===== config.mk =====
export PLATFORM = sky130hd
export DESIGN_NAME = sprite_loader
export DESIGN_NICKNAME = d
export VERILOG_FILES = /design/src/rtl/sprite_loader.sv
export SDC_FILE = /design/constraint.sdc
export NUM_CORES = 1
export LEC_CHECK = 0
export CAP_MARGIN = 10
export CORE_MARGIN = 4
export CORE_UTILIZATION = 44
export CTS_CLUSTER_SIZE = 24
export DETAILED_ROUTE_END_ITERATION = 6
export PLACE_DENSITY = 0.76
export SETUP_SLACK_MARGIN = 0.5
export SLEW_MARGIN = 20
export SYNTH_ARGS = -nofsm -noshare
export SYNTH_HDL_FRONTEND = slang
export SYNTH_SLANG_ARGS = --single-unit

===== constraint.sdc =====
create_clock -name clk -period 3.45 [get_ports clk]
set_input_delay 0.69 -clock clk [delete_from_list [all_inputs] [get_ports clk]]
set_output_delay 0.69 -clock clk [all_outputs]
set_load 0.05 [all_outputs]

===== src/rtl/sprite_loader.sv =====
// Byte-stream sprite loader: parses SYNC/element/pixel/checksum frames and
// drives the sprite memory write port one pixel at a time.
module sprite_loader #(
    parameter int          ELEMENT_W     = 3,
    parameter int          MAX_ELEMENT   = 7,
    parameter int          ADDR_W        = 10,
    parameter int          SPRITE_PIXELS = 1024,
    parameter logic [7:0]  SYNC_BYTE     = 8'hA5,
    parameter logic [19:0] TIMEOUT       = 20'hFFFFF
) (
    input  logic                 clk,
    input  logic                 reset,
    input  logic                 load_enable,
    input  logic [7:0]           byte_in,
    input  logic                 byte_valid,
    output logic                 byte_ready,
    output logic                 wr_en,
    output logic [ELEMENT_W-1:0] wr_element,
    output logic [ADDR_W-1:0]    wr_address,
    output logic [11:0]          wr_data,
    output logic                 busy,
    output logic                 load_done,
    output logic                 load_error,
    output logic [1:0]           err_code
);

    localparam logic [7:0]        MAX_IDX   = 8'(MAX_ELEMENT);
    localparam logic [ADDR_W-1:0] LAST_ADDR = ADDR_W'(SPRITE_PIXELS - 1);
    localparam logic [19:0]       TMO_LAST  = TIMEOUT - 20'd1;

    typedef enum logic [2:0] {
        IDLE,
        ELEM,
        PIX_HI,
        PIX_LO,
        CHECK,
        RESULT
    } state_t;

    state_t                 state_q;
    logic [ADDR_W-1:0]      addr_q;
    logic [7:0]             csum_q;
    logic [3:0]             red_q;
    logic [19:0]            tmo_q;
    logic                   wr_en_q;
    logic [ELEMENT_W-1:0]   wr_element_q;
    logic [ADDR_W-1:0]      wr_address_q;
    logic [11:0]            wr_data_q;
    logic                   busy_q;
    logic                   done_q;
    logic                   error_q;
    logic [1:0]             err_code_q;

    logic accept;
    logic in_frame;

    // Ready is held low while reset is asserted and during the one-cycle RESULT state.
    assign byte_ready = !reset && (state_q != RESULT);
    assign accept     = byte_valid && byte_ready;
    assign in_frame   = (state_q == ELEM) || (state_q == PIX_HI) ||
                        (state_q == PIX_LO) || (state_q == CHECK);

    always_ff @(posedge clk) begin
        if (reset) begin
            state_q      <= IDLE;
            addr_q       <= '0;
            csum_q       <= '0;
            red_q        <= '0;
            tmo_q        <= '0;
            wr_en_q      <= 1'b0;
            wr_element_q <= '0;
            wr_address_q <= '0;
            wr_data_q    <= '0;
            busy_q       <= 1'b0;
            done_q       <= 1'b0;
            error_q      <= 1'b0;
            err_code_q   <= 2'd0;
        end else begin
            wr_en_q <= 1'b0;
            done_q  <= 1'b0;
            error_q <= 1'b0;

            if (in_frame && !accept) begin
                tmo_q <= tmo_q + 20'd1;
            end else begin
                tmo_q <= '0;
            end

            case (state_q)
                IDLE: begin
                    if (accept && byte_in == SYNC_BYTE && load_enable) begin
                        state_q    <= ELEM;
                        busy_q     <= 1'b1;
                        err_code_q <= 2'd0;
                        csum_q     <= '0;
                    end
                end
                ELEM: begin
                    if (accept) begin
                        if (byte_in <= MAX_IDX) begin
                            wr_element_q <= byte_in[ELEMENT_W-1:0];
                            csum_q       <= csum_q ^ byte_in;
                            addr_q       <= '0;
                            state_q      <= PIX_HI;
                        end else begin
                            state_q    <= RESULT;
                            error_q    <= 1'b1;
                            err_code_q <= 2'd2;
                        end
                    end
                end
                PIX_HI: begin
                    if (accept) begin
                        red_q   <= byte_in[3:0];
                        csum_q  <= csum_q ^ byte_in;
                        state_q <= PIX_LO;
                    end
                end
                PIX_LO: begin
                    if (accept) begin
                        csum_q       <= csum_q ^ byte_in;
                        wr_en_q      <= 1'b1;
                        wr_address_q <= addr_q;
                        wr_data_q    <= {red_q, byte_in};
                        if (addr_q == LAST_ADDR) begin
                            state_q <= CHECK;
                        end else begin
                            addr_q  <= addr_q + 1'b1;
                            state_q <= PIX_HI;
                        end
                    end
                end
                CHECK: begin
                    if (accept) begin
                        state_q <= RESULT;
                        if (byte_in == csum_q) begin
                            done_q <= 1'b1;
                        end else begin
                            error_q    <= 1'b1;
                            err_code_q <= 2'd1;
                        end
                    end
                end
                RESULT: begin
                    busy_q  <= 1'b0;
                    state_q <= IDLE;
                end
                default: begin
                    state_q <= IDLE;
                    busy_q  <= 1'b0;
                end
            endcase

            // A stalled frame is abandoned; a write already registered still issues.
            if (in_frame && !accept && tmo_q == TMO_LAST) begin
                state_q    <= RESULT;
                error_q    <= 1'b1;
                err_code_q <= 2'd3;
            end
        end
    end

    assign wr_en      = wr_en_q;
    assign wr_element = wr_element_q;
    assign wr_address = wr_address_q;
    assign wr_data    = wr_data_q;
    assign busy       = busy_q;
    assign load_done  = done_q;
    assign load_error = error_q;
    assign err_code   = err_code_q;

endmodule

==> impl_metrics.json <==
{
  "synth-edff-count": 0,
  "ys_types": 54,
  "tightest_slew_ns": 0.755,
  "yosysMostFrequentCell": "dfxtp_1",
  "holdBufCountCts": 0,
  "final.period_utilization_pct": 81.4,
  "finalSetupViolations": 0,
  "viasPerCell": 5.27,
  "async_flop_share_pct": 0,
  "grt_pass1_wl_um": 12300,
  "grt_pass1_vias": 2598,
  "clk_pin_slew_ns": 0.09,
  "relSlewSlack_pct": 49.7,
  "antenna_found_initial": 0,
  "gp_congestion": 0.858,
  "clk_latency_ns": 0.35,
  "slew_violations": 0,
  "holdWs_ns": 0.456,
  "wl_per_cell_um": 13.6,
  "synth-main-ff-cell": "dfxtp_1",
  "synth_warnings": 0,
  "p_total_w": 0.00158,
  "hold_violations": 0,
  "netlist_area_um2": 3430,
  "rsz0062_at_grt": "no",
  "die_x_um": 96.3,
  "clk_root_buffer_cell": "clkbuf_8",
  "rows": 31,
  "ant_nets": 0,
  "die_h_um": 96.3,
  "path_class": "register to primary output",
  "irDropWorstVdd_uv": 262,
  "synthTopCellsByCount": "dfxtp_1, nand2_1, nor2_1",
  "grt_max_degree": 40,
  "firstDrtPassIters": 4,
  "final-instance-count-excl-fill": 541,
  "finalSetupTns_ns": 0,
  "r2r_cells": 5,
  "slowest_delay_ns": 0.84,
  "syn_inst": 402,
  "cts_max_path_buffers": 2,
  "avgSynthCellArea_um2": 8.53,
  "hold_end": "wr_data[10]$_SDFFE_PP0P_",
  "layout-drive-gt1-share_pct": 7.24,
  "ys_seq_area_share_pct": 44.4,
  "maxCapViolCount": 0,
  "vias": 2853,
  "synthToLayoutAreaGrowth_pct": 19.0,
  "crit_chain": "inv_1, a31oi_1, clkdlybuf4s50_1",
  "syn-num-nets": 417,
  "ios": 44,
  "crit_path_start_kind": "register",
  "outcome": "complete, no violations",
  "power.density_nw_per_um2": 387,
  "start_util_pct": 46.3,
  "worstReg2RegEnd": "addr_q[5]$_SDFFE_PP0P_",
  "fmax_mhz": 356,
  "slowest_stage": "clkdlybuf4s50_1",
  "grt_usage_pct": 16.7,
  "n_antenna_cell": 0,
  "fin_skew_ns": 0.0144,
  "coreArea_um2": 7410,
  "cts.sinks": 76,
  "min_path_type": "register to register",
  "port_buffers": 43,
  "die_area_um2": 9270,
  "path_max_fanout": 17,
  "overflow": 0,
  "r2r_slack_ns": 1.41,
  "dp_cells": 525,
  "numCtsBuffers": 9,
  "yosys-top-cells-area": "dfxtp_1, nand2_1, nor2_1",
  "finish.net_count": 452,
  "h-tree-depth": 3,
  "hold_depth": 2,
  "finalInstanceArea_um2": 4080,
  "synth_top_area_cell": "dfxtp_1",
  "period_needed_ns": 2.81,
  "worstPathRequired_ns": 2.76,
  "drtIter0Drc": 210,
  "yosys.area.top_type_share_pct": 44.4,
  "wl_um": 7350,
  "ys_ff_latch": 76,
  "placed_area_um2": 3890,
  "place_hpwl_um": 5170,
  "crit_arrival_ns": 2.12,
  "cts_tree": "yes",
  "p_leak_nw": 1.35,
  "hp-start": "wr_data[10]$_SDFFE_PP0P_",
  "drc_errors": 0,
  "rr_startpoint": "state_q[0]$_SDFFE_PP0P_",
  "end_kind": "primary output"
}
repair_timing:
| action | in CTS | in global routing |
|---|---|---|
| buffers inserted | 0 | 0 |
| resized for setup | 1 | 0 |
| hold endpoints to repair | 0 | 0 |
| endpoints found under the setup margin | 1 | 0 |
cells by family (layout without fill, tap and decap cells):
logic type / Yosys count / after routing / synth area share (%)
simple gates: 181 / 181 / 27.0
flops: 76 / 76 / 44.4
compound gates: 74 / 74 / 13.3
xor+xnor: 31 / 31 / 7.92
buf+inv: 29 / 69 / 3.98
mux: 8 / 8 / 2.34
fa+ha+maj: 3 / 3 / 1.09
metrics by stage:
step	setup WS, ns	utilization [%]
after global placement	0.596	52.5
after CTS	0.634	55.1
after floorplan	0.707	-
final	0.643	55.1
after global routing	0.525	55.1
after detailed placement	0.547	52.5
worst max-delay path: cells and delay by family, from the launching register on:
kind | cells | cell delay [ns]
AO/OA/AOI/OAI | 1 | 0.25
flip-flops | 1 | 0.52
buffers and inverters | 2 | 1.00
worst max path at each step:
| stage | startpoint | endpoint | slack (ns) |
|---|---|---|---|
| 2_1_floorplan | reset | byte_ready | 0.71 |
| 3_3_place_gp | byte_in[3] | addr_q[6]$_SDFFE_PP0P_ | 0.60 |
| 3_5_place_dp | byte_in[3] | addr_q[6]$_SDFFE_PP0P_ | 0.55 |
| 4_1_cts | state_q[1]$_SDFFE_PP0P_ | byte_ready | 0.63 |
| 5_1_grt | state_q[1]$_SDFFE_PP0P_ | byte_ready | 0.53 |
| 6_report | state_q[1]$_SDFFE_PP0P_ | byte_ready | 0.64 |
sequential cells by signal (all words and copies together), names as in the netlist:
signal	cells
tmo_q	20
wr_data	12
addr_q	10
wr_address	10
csum_q	8
red_q	4
state_q	3
wr_element	3
err_code	2
busy	1
load_done	1
load_error	1
wr_en	1
layout by cell type, fill, tap and decap left out, drive strengths merged, types with 12 or more instances in the layout:
master,instances
inv,12
nor2,51
dfxtp,76
xor2,17
nand3,14
nand2,56
a21oi,35
clkdlybuf4s50,42
xnor2,14
power by group:
group          switching (W)  leakage (nW)  internal (W)  total [W]
Sequential      0.0000000827         0.612      0.000876   0.000876
Combinational      0.0000355         0.648     0.0000192  0.0000547
Clock               0.000369        0.0907      0.000279   0.000648
layout make-up:
| class | count | area [um^2] |
|---|---|---|
| fill | 697 | 3330 |
| multi-input combinational | 297 | 1770 |
| sequential | 76 | 1520 |
| timing repair buffer | 46 | 448 |
| clock buffer | 9 | 124 |
| tap | 99 | 124 |
| clock inverter | 7 | 63.8 |
| inverter | 7 | 26.3 |
per-layer routing:
| metal | vias up | wire length [um] | GRT usage (%) |
|---|---|---|---|
| li1 | 1469 | - | - |
| met5 | - | 0 | 0 |
| met2 | 69 | 3600 | 27.9 |
| met4 | 0 | 44 | 5.09 |
| met3 | 4 | 401 | 4.14 |
| met1 | 1311 | 3310 | 21.2 |
(Power assumes the default switching activity.)
